===== src/rtl/reg_mem_pkg.sv =====
// Shared types and defaults for the two-read/one-write register-file memory
// and its clear sequencer.
package reg_mem_pkg;

  localparam int DEF_DATA_WIDTH     = 8;
  localparam int DEF_ADDR_BITS      = 5;
  localparam int DEF_CLEAR_ON_RESET = 1;

  typedef enum logic {
    ST_IDLE  = 1'b0,
    ST_CLEAR = 1'b1
  } state_e;

  function automatic int depth_of(input int addr_bits);
    return 1 << addr_bits;
  endfunction

endpackage


===== src/rtl/reg_mem_clear_seq.sv =====
// Clear sequencer: walks the sweep counter over every address, reporting
// busy while it runs and a one-cycle clr_done pulse when it finishes.
module reg_mem_clear_seq
  import reg_mem_pkg::*;
#(
  parameter int ADDR_BITS      = DEF_ADDR_BITS,
  parameter int CLEAR_ON_RESET = DEF_CLEAR_ON_RESET
) (
  input  logic                 clk_i,
  input  logic                 rst_i,
  input  logic                 clr_i,
  output state_e               state_o,
  output logic [ADDR_BITS-1:0] cnt_o,
  output logic                 busy_o,
  output logic                 clr_done_o
);

  localparam logic [ADDR_BITS-1:0] LAST_ADDR = ADDR_BITS'(depth_of(ADDR_BITS) - 1);
  localparam state_e RST_STATE = (CLEAR_ON_RESET != 0) ? ST_CLEAR : ST_IDLE;
  localparam logic   RST_BUSY  = (CLEAR_ON_RESET != 0);

  state_e               state_q;
  logic [ADDR_BITS-1:0] cnt_q;
  logic                 busy_q;
  logic                 done_q;

  always_ff @(posedge clk_i or posedge rst_i) begin
    if (rst_i) begin
      state_q <= RST_STATE;
      cnt_q   <= '0;
      busy_q  <= RST_BUSY;
      done_q  <= 1'b0;
    end else begin
      done_q <= 1'b0;
      case (state_q)
        ST_IDLE: begin
          if (clr_i) begin
            state_q <= ST_CLEAR;
            cnt_q   <= '0;
            busy_q  <= 1'b1;
          end
        end
        ST_CLEAR: begin
          // clr is deliberately not looked at here: a running sweep never restarts.
          cnt_q <= cnt_q + 1'b1;
          if (cnt_q == LAST_ADDR) begin
            state_q <= ST_IDLE;
            busy_q  <= 1'b0;
            done_q  <= 1'b1;
          end
        end
        default: state_q <= ST_IDLE;
      endcase
    end
  end

  assign state_o    = state_q;
  assign cnt_o      = cnt_q;
  assign busy_o     = busy_q;
  assign clr_done_o = done_q;

endmodule


===== src/rtl/reg_mem_2r1w.sv =====
// Register-file memory with one write port, two registered read ports with
// write-first bypass, and a hardware clear sweep.
module reg_mem_2r1w
  import reg_mem_pkg::*;
#(
  parameter int DATA_WIDTH     = DEF_DATA_WIDTH,
  parameter int ADDR_BITS      = DEF_ADDR_BITS,
  parameter int CLEAR_ON_RESET = DEF_CLEAR_ON_RESET
) (
  input  logic                  clk,
  input  logic                  rst,
  input  logic                  wen,
  input  logic [ADDR_BITS-1:0]  waddr,
  input  logic [DATA_WIDTH-1:0] data_in,
  input  logic [ADDR_BITS-1:0]  raddr_a,
  input  logic [ADDR_BITS-1:0]  raddr_b,
  input  logic                  clr,
  output logic [DATA_WIDTH-1:0] data_out_a,
  output logic [DATA_WIDTH-1:0] data_out_b,
  output logic                  busy,
  output logic                  clr_done
);

  localparam int DEPTH = depth_of(ADDR_BITS);

  state_e                state;
  logic [ADDR_BITS-1:0]  sweep_addr;
  logic                  sweeping;

  logic [DATA_WIDTH-1:0] mem_q [DEPTH];
  logic                  mem_we_d;
  logic [ADDR_BITS-1:0]  mem_waddr_d;
  logic [DATA_WIDTH-1:0] mem_wdata_d;
  logic [DATA_WIDTH-1:0] rd_a_d, rd_a_q;
  logic [DATA_WIDTH-1:0] rd_b_d, rd_b_q;

  reg_mem_clear_seq #(
    .ADDR_BITS      (ADDR_BITS),
    .CLEAR_ON_RESET (CLEAR_ON_RESET)
  ) u_clear_seq (
    .clk_i      (clk),
    .rst_i      (rst),
    .clr_i      (clr),
    .state_o    (state),
    .cnt_o      (sweep_addr),
    .busy_o     (busy),
    .clr_done_o (clr_done)
  );

  assign sweeping = (state == ST_CLEAR);

  // The sweep owns the write port while it runs; user writes are dropped.
  always_comb begin
    mem_we_d    = wen;
    mem_waddr_d = waddr;
    mem_wdata_d = data_in;
    if (sweeping) begin
      mem_we_d    = 1'b1;
      mem_waddr_d = sweep_addr;
      mem_wdata_d = '0;
    end
  end

  always_ff @(posedge clk) begin
    if (mem_we_d) begin
      mem_q[mem_waddr_d] <= mem_wdata_d;
    end
  end

  // Write-first: a same-cycle write to the read address wins over the stored word.
  always_comb begin
    rd_a_d = '0;
    rd_b_d = '0;
    if (!sweeping) begin
      rd_a_d = (wen && (waddr == raddr_a)) ? data_in : mem_q[raddr_a];
      rd_b_d = (wen && (waddr == raddr_b)) ? data_in : mem_q[raddr_b];
    end
  end

  always_ff @(posedge clk or posedge rst) begin
    if (rst) begin
      rd_a_q <= '0;
      rd_b_q <= '0;
    end else begin
      rd_a_q <= rd_a_d;
      rd_b_q <= rd_b_d;
    end
  end

  assign data_out_a = rd_a_q;
  assign data_out_b = rd_b_q;

endmodule


===== config.mk =====
export PLATFORM = sky130hd
export DESIGN_NAME = reg_mem_2r1w
export DESIGN_NICKNAME = d
export VERILOG_FILES = /design/src/rtl/reg_mem_pkg.sv /design/src/rtl/reg_mem_clear_seq.sv /design/src/rtl/reg_mem_2r1w.sv
export SDC_FILE = /design/constraint.sdc
export NUM_CORES = 1
export LEC_CHECK = 0
export BUFFER_PORTS_ARGS = -buffer_cell sky130_fd_sc_hd__buf_2
export CORE_ASPECT_RATIO = 0.7
export CORE_MARGIN = 5
export CORE_UTILIZATION = 56
export CTS_CLUSTER_DIAMETER = 80
export DETAILED_ROUTE_END_ITERATION = 12
export HOLD_SLACK_MARGIN = 0.08
export PLACE_DENSITY = 0.81
export SKIP_LAST_GASP = 1
export SLEW_MARGIN = 20
export SYNTH_ARGS = -nofsm -noshare
export SYNTH_HDL_FRONTEND = slang
export SYNTH_HIERARCHICAL = 1
export SYNTH_SLANG_ARGS = --single-unit

===== constraint.sdc =====
create_clock -name clk -period 2 [get_ports clk]
set_input_delay 0.4 -clock clk [delete_from_list [all_inputs] [get_ports clk]]
set_output_delay 0.4 -clock clk [all_outputs]
set_load 0.01 [all_outputs]

==> impl_metrics.json <==
{
  "status": "finished, violations left",
  "violations": "negative setup slack",
  "cp.arrival_ns": 2.29,
  "p_leak_nw": 5.846,
  "worstHoldPathCells": 2,
  "die_y_um": 138.9,
  "cts.sinks": 280,
  "hold_violations": 0,
  "yosysSeqAreaShare_pct": 62.33,
  "cts_buffers": 26,
  "setup_ws_ns": -0.04157,
  "drv_cap": 0,
  "avgSynthCellArea_um2": 18.00,
  "r2r_setup_slack_ns": -0.04,
  "synth_top_area_share_pct": 57.80,
  "area_growth_pct": 22.71,
  "die_area_um2": 26980,
  "max_slew.worst_pin.slew_ns": 0.5939,
  "pin_count": 45,
  "num_antenna_cells": 0,
  "setup_viol": 85,
  "clockBufferDepth": 3,
  "portBuffers": 44,
  "post-route-period-util_pct": 102.1,
  "yosys_warnings": 6,
  "wl_per_cell_um": 31.28,
  "num_rows": 47,
  "vias_per_cell": 6.842,
  "syn-num-nets": 769,
  "grt_pass1_wl_um": 56480,
  "p_per_area_nw_per_um2": 1052,
  "syn_area_um2": 13300,
  "setup.worst_path.end_class": "register",
  "holdCritPathClass": "input port to register",
  "cts_tree": "done",
  "overflow": 0,
  "grt_usage_pct": 28.29,
  "ir_drop_uv": 729.8,
  "synth_seq_cells": 280,
  "gp_congestion": 1.013,
  "period_minus_slack_ns": 2.042,
  "cp_max_fo": 7,
  "rsz0062_at_grt": "yes",
  "vias": 8525,
  "cp-start-kind": "register",
  "placed_area_um2": 15190,
  "drtIter0Drc": 1399,
  "syn_inst": 739,
  "synth_area_leaders": "edfxtp_1 (58%), mux4_2 (22%), dfrtp_1 (4.1%)",
  "die_w_um": 194.2,
  "drc_errors": 0,
  "hold-worst-slack_ns": 0.1321,
  "core_um2": 23520,
  "root_buffer": "clkbuf_16",
  "clkSlewWorstSetupHoldPaths_ns": 0.07,
  "nets": 942,
  "grt_pass1_vias": 8633,
  "initial_core_util_pct": 56.54,
  "place_hpwl_um": 26820,
  "required_ns": 2.24,
  "ant_nets": 0,
  "clk_latency_ns": 0.54,
  "slew_headroom_pct": 60.36,
  "final_layout_size_suffix_gt1_share_pct": 44.29,
  "worstSetupPathType": "register to register",
  "synth_top_area_cell": "edfxtp_1",
  "r2r_cells": 8,
  "skew_ns": 0.01162,
  "grt_max_degree": 33,
  "timing.fmax_mhz": 489.8,
  "drt-total-wl_um": 38970,
  "htreeDepth": 1,
  "drv_slew": 0,
  "design_area_um2": 16320,
  "yosysUniqueCellTypes": 43,
  "first_pass_iters": 6,
  "antenna_found_initial": 0
}
-- synthesized netlist by cell type --
cell and count:
a22oi_1 8, nand3_1 21, mux2_1 6, ha_1 3, clkbuf_1 13, nor2_2 1
dfrtp_1 22, xor2_1 9, nor3b_1 2, o22ai_1 16, buf_2 19, buf_6 6
buf_1 5, and3_1 1, a31oi_1 3, o21ai_0 5, o311ai_1 2, nand4_1 1
nand2b_1 16, o21ai_1 3, nand2_1 26, a311oi_1 1, xnor2_1 2, nand3b_1 1
nor4_1 2, o32ai_1 7, and2_1 1, nor3_1 3, nor4b_1 1, buf_4 8
nor2b_1 10, mux2_2 8, mux2_4 1, mux2i_1 42, a211o_1 1, a21oi_1 3
inv_1 14, nor2_1 50, mux4_2 129, dfstp_2 2, a211oi_1 6, o31ai_1 3
edfxtp_1 256
-- final timing paths --
kind                                     start                   end
min reg2reg                 u_clear_seq/busy_o    u_clear_seq/busy_o
max                        u_clear_seq/state_o          mem_q[14][4]
max in group asynchronous                  rst         data_out_b[3]
min                                        clr  u_clear_seq/cnt_o[1]
max reg2reg                u_clear_seq/state_o          mem_q[14][4]
min in group asynchronous                  rst  u_clear_seq/cnt_o[0]
-- power by group --
part | switching (W) | internal, W
Sequential | 0.000346 | 0.00730
Combinational | 0.00259 | 0.00200
Clock | 0.00214 | 0.00278
Total | 0.00508 | 0.0121
-- layer usage --
layer  vias up  share of wire (%)  GRT usage, %
met3       102                 15         10.49
met4         2                3.5         7.877
met1      4330                 37         40.47
met2       695                 45         41.48
met5         -               0.24         2.646
li1       3396                  -             -
-- cell type report --
| cell class | count | area [um2] |
|---|---|---|
| Sequential cell | 280 | 8290 |
| Fill cell | 1452 | 7202 |
| Multi-Input combinational cell | 394 | 4898 |
| Timing Repair Buffer | 196 | 1858 |
| Clock buffer | 34 | 721.9 |
| Tap cell | 318 | 397.9 |
| Clock inverter | 10 | 101.3 |
| Inverter | 14 | 52.55 |
-- worst max-delay path, cell delays in order (launching register included) --
cell	delay, ns
dfstp_2	0.56
buf_6	0.13
buf_4	0.12
nand2_1	0.09
o32ai_2	0.15
buf_4	0.19
nand2_2	0.15
nor2_4	0.19
buf_12	0.17
-- sequential cells by signal (all words and copies together), names as in the netlist --
signal / cells
data_out_a: 8
data_out_b: 8
mem_q: 256
u_clear_seq/busy_o: 1
u_clear_seq/clr_done_o: 1
u_clear_seq/cnt_o: 5
u_clear_seq/state_o: 1
-- logic make-up (layout without fill, tap and decap cells) --
group / count (synthesis) / count (layout) / share of synthesized area [%]
buffers and inverters: 65 / 254 / 2.578
AOI/OAI and AO/OA: 58 / 58 / 2.992
adders and majority gates: 3 / 3 / 0.2823
and+or+nand+nor: 136 / 136 / 4.788
xor gates and xnor gates: 11 / 11 / 0.7244
DFF: 280 / 280 / 62.33
muxes: 186 / 186 / 26.30
-- per-stage QoR --
stage,total power (W),worst slack [ns],std cells,setup TNS (ns),utilization (%)
floorplan,0.009590,-0.09025,739,-7.162,-
global placement,0.01151,-0.1585,1200,-9.245,64.60
detailed placement,0.01171,-0.1891,1200,-15.46,64.60
CTS,0.01672,-0.02739,1245,-0.4334,68.58
global route,0.01768,-0.09719,1246,-7.744,69.38
finish,0.01716,-0.04157,1246,-1.360,69.38
-- cells in the final DEF, fill, tap and decap left out, types with 14 or more instances in the layout --
| cell | count |
|---|---|
| mux4_2 | 129 |
| nand2_1 | 20 |
| nand3_1 | 21 |
| buf_2 | 40 |
| buf_12 | 33 |
| nor2_1 | 23 |
| buf_4 | 105 |
| clkbuf_16 | 27 |
| edfxtp_1 | 256 |
| inv_1 | 14 |
| buf_6 | 15 |
| dfrtp_1 | 22 |
| nand2b_1 | 16 |
| nor2_4 | 18 |
| mux2i_1 | 42 |
| o22ai_1 | 16 |
-- repair_timing --
item / CTS / global route
resized for setup: 26 / 40
setup endpoints to repair: 183 / 233
hold buffers: 1 / 0
endpoints found under the hold margin: 24 / 0
buffers inserted: 0 / 1
pin swaps: 1 / 2
Note: power is estimated with default switching activity, not from simulation.
